`config.mk`:
```
export PLATFORM = sky130hd
export DESIGN_NAME = button_conditioner
export DESIGN_NICKNAME = d
export VERILOG_FILES = /design/src/rtl/button_pkg.sv /design/src/rtl/debounce_cell.sv /design/src/rtl/button_conditioner.sv
export SDC_FILE = /design/constraint.sdc
export NUM_CORES = 1
export LEC_CHECK = 0
export BUFFER_PORTS_ARGS = -buffer_cell sky130_fd_sc_hd__clkbuf_2
export CORE_UTILIZATION = 55
export DETAILED_ROUTE_END_ITERATION = 16
export PLACE_DENSITY = 0.75
export SETUP_SLACK_MARGIN = 0.05
export SYNTH_ARGS = -nofsm -noshare
export SYNTH_HDL_FRONTEND = slang
export SYNTH_SLANG_ARGS = --single-unit
```
`constraint.sdc`:
```
create_clock -name clk -period 2.12 [get_ports clk]
set_input_delay 0.424 -clock clk [delete_from_list [all_inputs] [get_ports clk]]
set_output_delay 0.424 -clock clk [all_outputs]
set_load 0.05 [all_outputs]
```
`src/rtl/button_pkg.sv`:
```
// button_pkg: shared button count, debounce state type and priority helper.
package button_pkg;
  localparam int NUM_BUTTONS = 5;
  typedef enum logic [1:0] {STABLE_LO, ARM_HI, STABLE_HI, ARM_LO} db_state_e;
  // One-hot of the highest set bit; the loop runs upward so the top bit wins.
  function automatic logic [NUM_BUTTONS-1:0] top_onehot(input logic [NUM_BUTTONS-1:0] v);
    top_onehot = '0;
    for (int i = 0; i < NUM_BUTTONS; i++)
      if (v[i]) begin
        top_onehot = '0;
        top_onehot[i] = 1'b1;
      end
  endfunction
endpackage

```
`src/rtl/debounce_cell.sv`:
```
// debounce_cell: synchronizer plus debounce FSM for one button.
module debounce_cell
  import button_pkg::*;
#(
  parameter int unsigned DEBOUNCE_CYCLES = 1000000
) (
  input  logic clk,
  input  logic rst_n,
  input  logic raw,
  output logic level,
  output logic rise,
  output logic fall
);
  localparam int CW = $clog2(DEBOUNCE_CYCLES);
  logic [1:0] sync;
  logic [CW-1:0] cnt;
  db_state_e state;
  logic din, done;
  assign din = sync[1];
  assign done = cnt == CW'(DEBOUNCE_CYCLES - 1);
  // The cycle that enters ARM already counts as the first stable cycle.
  always_ff @(posedge clk or negedge rst_n)
    if (!rst_n) begin
      sync  <= '0;
      cnt   <= '0;
      state <= STABLE_LO;
      level <= 1'b0;
      rise  <= 1'b0;
      fall  <= 1'b0;
    end else begin
      sync <= {sync[0], raw};
      rise <= 1'b0;
      fall <= 1'b0;
      case (state)
        STABLE_LO: if (din) begin
          state <= ARM_HI;
          cnt   <= CW'(1);
        end
        STABLE_HI: if (!din) begin
          state <= ARM_LO;
          cnt   <= CW'(1);
        end
        ARM_HI:
          if (!din) begin
            state <= STABLE_LO;
            cnt   <= '0;
          end else if (done) begin
            state <= STABLE_HI;
            cnt   <= '0;
            level <= 1'b1;
            rise  <= 1'b1;
          end else cnt <= cnt + 1'b1;
        ARM_LO:
          if (din) begin
            state <= STABLE_HI;
            cnt   <= '0;
          end else if (done) begin
            state <= STABLE_LO;
            cnt   <= '0;
            level <= 1'b0;
            fall  <= 1'b1;
          end else cnt <= cnt + 1'b1;
        default: begin
          state <= STABLE_LO;
          cnt   <= '0;
        end
      endcase
    end
endmodule

```
`src/rtl/button_conditioner.sv`:
```
// button_conditioner: debounces the push-buttons and latches a one-hot speed selection.
module button_conditioner
  import button_pkg::*;
#(
  parameter int unsigned DEBOUNCE_CYCLES = 1000000
) (
  input  logic                   clk,
  input  logic                   rst_n,
  input  logic [NUM_BUTTONS-1:0] btn_raw,
  output logic [NUM_BUTTONS-1:0] btn_level,
  output logic [NUM_BUTTONS-1:0] btn_press,
  output logic [NUM_BUTTONS-1:0] btn_release,
  output logic [NUM_BUTTONS-1:0] buttons
);
  for (genvar i = 0; i < NUM_BUTTONS; i++) begin : g_cell
    debounce_cell #(.DEBOUNCE_CYCLES(DEBOUNCE_CYCLES)) u_cell (
      .clk  (clk),
      .rst_n(rst_n),
      .raw  (btn_raw[i]),
      .level(btn_level[i]),
      .rise (btn_press[i]),
      .fall (btn_release[i])
    );
  end
  always_ff @(posedge clk or negedge rst_n)
    if (!rst_n) buttons <= '0;
    else if (|btn_press) buttons <= top_onehot(btn_press);
endmodule

```
==> reports/results.md <==
### Clocking
• Sink Count: 140
• library cell used as clock root buffer: sky130_fd_sc_hd__clkbuf_16
• maximum level of the CTS H-tree: 4
• TritonCTS clock tree: done
• buffer levels on the longest clock path: 2
• latest clock arrival within the worst-skew pair: 0.42 ns
• number of buffers inserted during clock tree synthesis: 17
• clock slew at the register clock pins of the worst setup and hold paths: 0.06 ns

### Yosys
• Syn Nets: 779
• average cell area after synthesis: 9.279 sq um
• count of flip-flops with a built-in enable after synthesis: 0
• number of distinct standard cells referenced by the synthesized netlist: 60
• Cells after Synth: 767
• proportion of synthesized chip area in sequential cells: 0.4923
• synth top area cells: sky130_fd_sc_hd__dfrtp_1 49%, sky130_fd_sc_hd__a31oi_1 5.1%, sky130_fd_sc_hd__nand2_1 4.3%
• Yosys reg bits: 140
• number of synthesis warnings: 0
• cell type contributing the most total cell area after synthesis: sky130_fd_sc_hd__dfrtp_1
• area share of the largest cell type after synthesis: 0.4923
• Main synth FF type: sky130_fd_sc_hd__dfrtp_1
• cell area after synthesis: 0.007117 sq mm
• async set-or-reset flop fraction in the synthesized netlist: 1.000

### Power and ir drop
• relative contribution of combinational cells to total power: 0.150
• Pwr Total: 7.044 mW
• switching power as a share of total power: 0.2797
• areal power density over the cells: 852.8 mW/mm^2
• Clk pwr share: 0.421
• Sw Pwr: 1.970 mW
• Cell Int Power: 5.074 mW
• cell leakage power: 3.558 nW
• worst voltage drop across the vdd grid: 589.0 uV
• sequential group share of total power: 0.429

### Timing
• min setup slack post-route: 0.1433 ns
• RSZ-0062 raised after global routing: no
• Final Hold Violating Endpoints: 0
• Worst Clk Skew: 0.007609 ns
• fmax: 505.9 MHz
• minimum clock period after layout: 1.977 ns
• relative max-transition margin: 0.4824
• slew at the pin closest to its max-slew limit: 0.7735 ns
• max-slew violation count: 0
• setup-violating endpoint count in the final report: 0
• Fin Setup TNS: 0 ns
• final clock period utilization by the worst path: 0.9324

### Setup path
• Data required, critical path: 2.43 ns
• cell chain of the critical path: ha_2, and3_2, nand3_2, o311a_1, buf_4, a21o_1, a21o_1
• Critical Path Max Stage Delay: 0.41 ns
• CP Class: reg -> reg
• CP Buf/Inv Count: 1
• endpoint arrival time on the critical path: 2.28 ns
• kind of cell adding the most delay to the critical path: compound AO/OA/AOI/OAI gates
• Critical Path Fanout Max: 13
• Worst Setup Start Kind: flip-flop
• CP Capture Type: flip-flop
• cell occurring most often along the worst timing path: sky130_fd_sc_hd__a21o_1
• Crit-path slowest cell: sky130_fd_sc_hd__dfrtp_2

### Place
• final RePlAce weighted congestion: 0.8805
• dpl ws: 0.04933 ns
• post-detailed-placement half-perimeter wirelength: 10.14 mm
• Area after DPL: 0.007496 sq mm
• quantity of I/O buffers inserted on ports: 26

### Run
• # Max-Cap Violations: 0

### Route
• DRC Markers: 0
• Antenna Nets Post-Route: 0
• vias post-DR: 6,145
• first-pass iteration count of the detailed router: 5
• routed via count divided by cell count: 6.176
• wire per inst: 15.57 um
• DRT iter0 DRCs: 519
• Routed WL: 15.49 mm

### Finish
• Area Overhead vs Synth: 16.07%
• sequential cell area: 0.003505 sq mm
• count of nets after finishing: 822
• utilization after layout: 0.6546
• final design area excluding fillers: 0.008260 sq mm
• share of layout cells above drive strength 1: 0.1555
• number of fill cells: 993
• total inserted antenna cells: 0
• area of the multi-input gates: 0.003412 sq mm

### Global route
• initial antenna violation count: 0
• global-route wire length before repair: 25.83 mm
• total congestion overflow after global routing: 0
• via count of the first global-routing pass: 5,598
• GRT Total Usage: 0.2436
• largest net degree at the start of global routing: 53

### Floorplanning
• die width: 115.8 um
• starting utilization of the core area: 0.5640
• floorplan die area: 0.01340 sq mm
• number of cell rows: 41
• IO Count: 27
• area of the core region: 0.01262 sq mm
• die span in y: 115.8 um

### Outcome
• status: finished clean

### Hold path
• HP Class: in -> reg

[placed cells by master, fill, tap and decap left out, types with 12 or more instances in the layout]
cell,count
sky130_fd_sc_hd__nor2_1,58
sky130_fd_sc_hd__a31oi_1,58
sky130_fd_sc_hd__o21ai_0,32
sky130_fd_sc_hd__buf_4,32
sky130_fd_sc_hd__nand4_1,22
sky130_fd_sc_hd__a41oi_1,12
sky130_fd_sc_hd__a21o_1,12
sky130_fd_sc_hd__inv_1,16
sky130_fd_sc_hd__and3_1,13
sky130_fd_sc_hd__dfrtp_1,139
sky130_fd_sc_hd__clkbuf_16,17
sky130_fd_sc_hd__nor3_1,24
sky130_fd_sc_hd__a21oi_1,57
sky130_fd_sc_hd__nand2b_1,13
sky130_fd_sc_hd__clkbuf_2,26
sky130_fd_sc_hd__nand3_1,51
sky130_fd_sc_hd__nand2_1,82
sky130_fd_sc_hd__nor4_1,14
[cell families (layout without fill, tap and decap cells)]
| family | Yosys count | after routing | share of synthesized area |
|---|---|---|---|
| adder cells (fa/ha/maj) | 5 | 5 | 0.008790 |
| AO/OA/AOI/OAI | 212 | 212 | 0.1885 |
| buffers and inverters | 56 | 112 | 0.03956 |
| multiplexers | 11 | 11 | 0.01600 |
| XOR/XNOR | 14 | 14 | 0.01723 |
| flip-flops | 140 | 140 | 0.4923 |
| AND/OR/NAND/NOR | 329 | 329 | 0.2377 |
[routing by layer]
metal  part of all wire  global-route usage  vias up
li1                   -                   -     2938
met1               0.45              0.3147     3004
met2               0.49              0.4016      185
met3              0.048             0.06015       18
met4              0.013             0.08376        0
met5                  0                   0        -
[power by group through the flow]
| stage | sequential [mW] | clock [mW] | combinational (mW) |
|---|---|---|---|
| after detailed placement | 3.06 | 0 | 0.990 |
| after floorplan | 3.00 | 0 | 0.713 |
| after global routing | 3.04 | 3.13 | 1.17 |
| after global placement | 3.05 | 0 | 0.953 |
| after CTS | 3.02 | 3.02 | 1.01 |
| final | 3.02 | 2.97 | 1.05 |
[final cells by class]
cell class | instances | area share
inverters | 16 | 0.007271
well taps | 172 | 0.02605
clock buffers | 22 | 0.05862
clock inverters | 10 | 0.01363
flip-flops and latches | 140 | 0.4243
multi-input cells | 571 | 0.4131
repair buffers | 64 | 0.05710
[registers in the layout, summed over array words and instances, names as in the netlist, named ones only]
name and cells:
g_cell.u_cell.sync 10, g_cell.u_cell.state 5, g_cell.u_cell.rise 5, g_cell.u_cell.fall 5, g_cell.u_cell.level 5, g_cell.u_cell.cnt 100, buttons 5
[cell usage after synthesis, drive strengths merged, types with 2 or more instances]
cell type,n
a21oi,59
a31oi,58
nand4,22
dfrtp,140
a31o,2
a41oi,12
and4b,2
o211ai,3
nand2b,13
mux2,3
nor2,59
inv,16
and4,4
o21a,8
a21o,12
ha,5
nand2,82
nor4b,4
nor3b,3
nor3,24
or2,6
nand3,53
mux2i,8
xnor2,5
a2bb2oi,3
and3,14
nor2b,2
or3,6
and2,7
o31ai,3
o21ai,32
nand3b,3
a211oi,2
xor2,9
nor4,19
clkbuf,14
a22o,8
buf,26
or4,4
o22a,2
[worst paths after layout]
| path | startpoint | slack [ns] | depth (start not counted) | endpoint |
|---|---|---|---|---|
| max | g_cell[1].u_cell.cnt[0] | 0.14 | 7 | g_cell[1].u_cell.cnt[11] |
| min | btn_raw[4] | 0.11 | 1 | g_cell[4].u_cell.sync[0] |
| max reg2reg | g_cell[1].u_cell.cnt[0] | 0.14 | 7 | g_cell[1].u_cell.cnt[11] |
| min reg2reg | g_cell[4].u_cell.sync[0] | 0.35 | 0 | g_cell[4].u_cell.sync[1] |
| max in group asynchronous | rst_n | 0.90 | 3 | g_cell[3].u_cell.cnt[15] |
| min in group asynchronous | rst_n | 0.52 | 2 | g_cell[1].u_cell.cnt[5] |
[metrics by stage]
step	hold WS (ns)	cells
3_5_place_dp	0.3396	951
2_1_floorplan	0.1284	767
4_1_cts	0.08940	984
6_report	0.1065	995
3_3_place_gp	0.3332	951
5_1_grt	0.09209	995
[what timing repair did]
action                                  in CTS  in global routing
hold buffers                                 1                  0
setup buffers                                0                 11
endpoints found under the setup margin      10                 43
hold endpoints to repair                    49                  0
gates resized for setup                      3                 13
pin swaps                                    0                  4
Power figures use the tool's default switching activity.
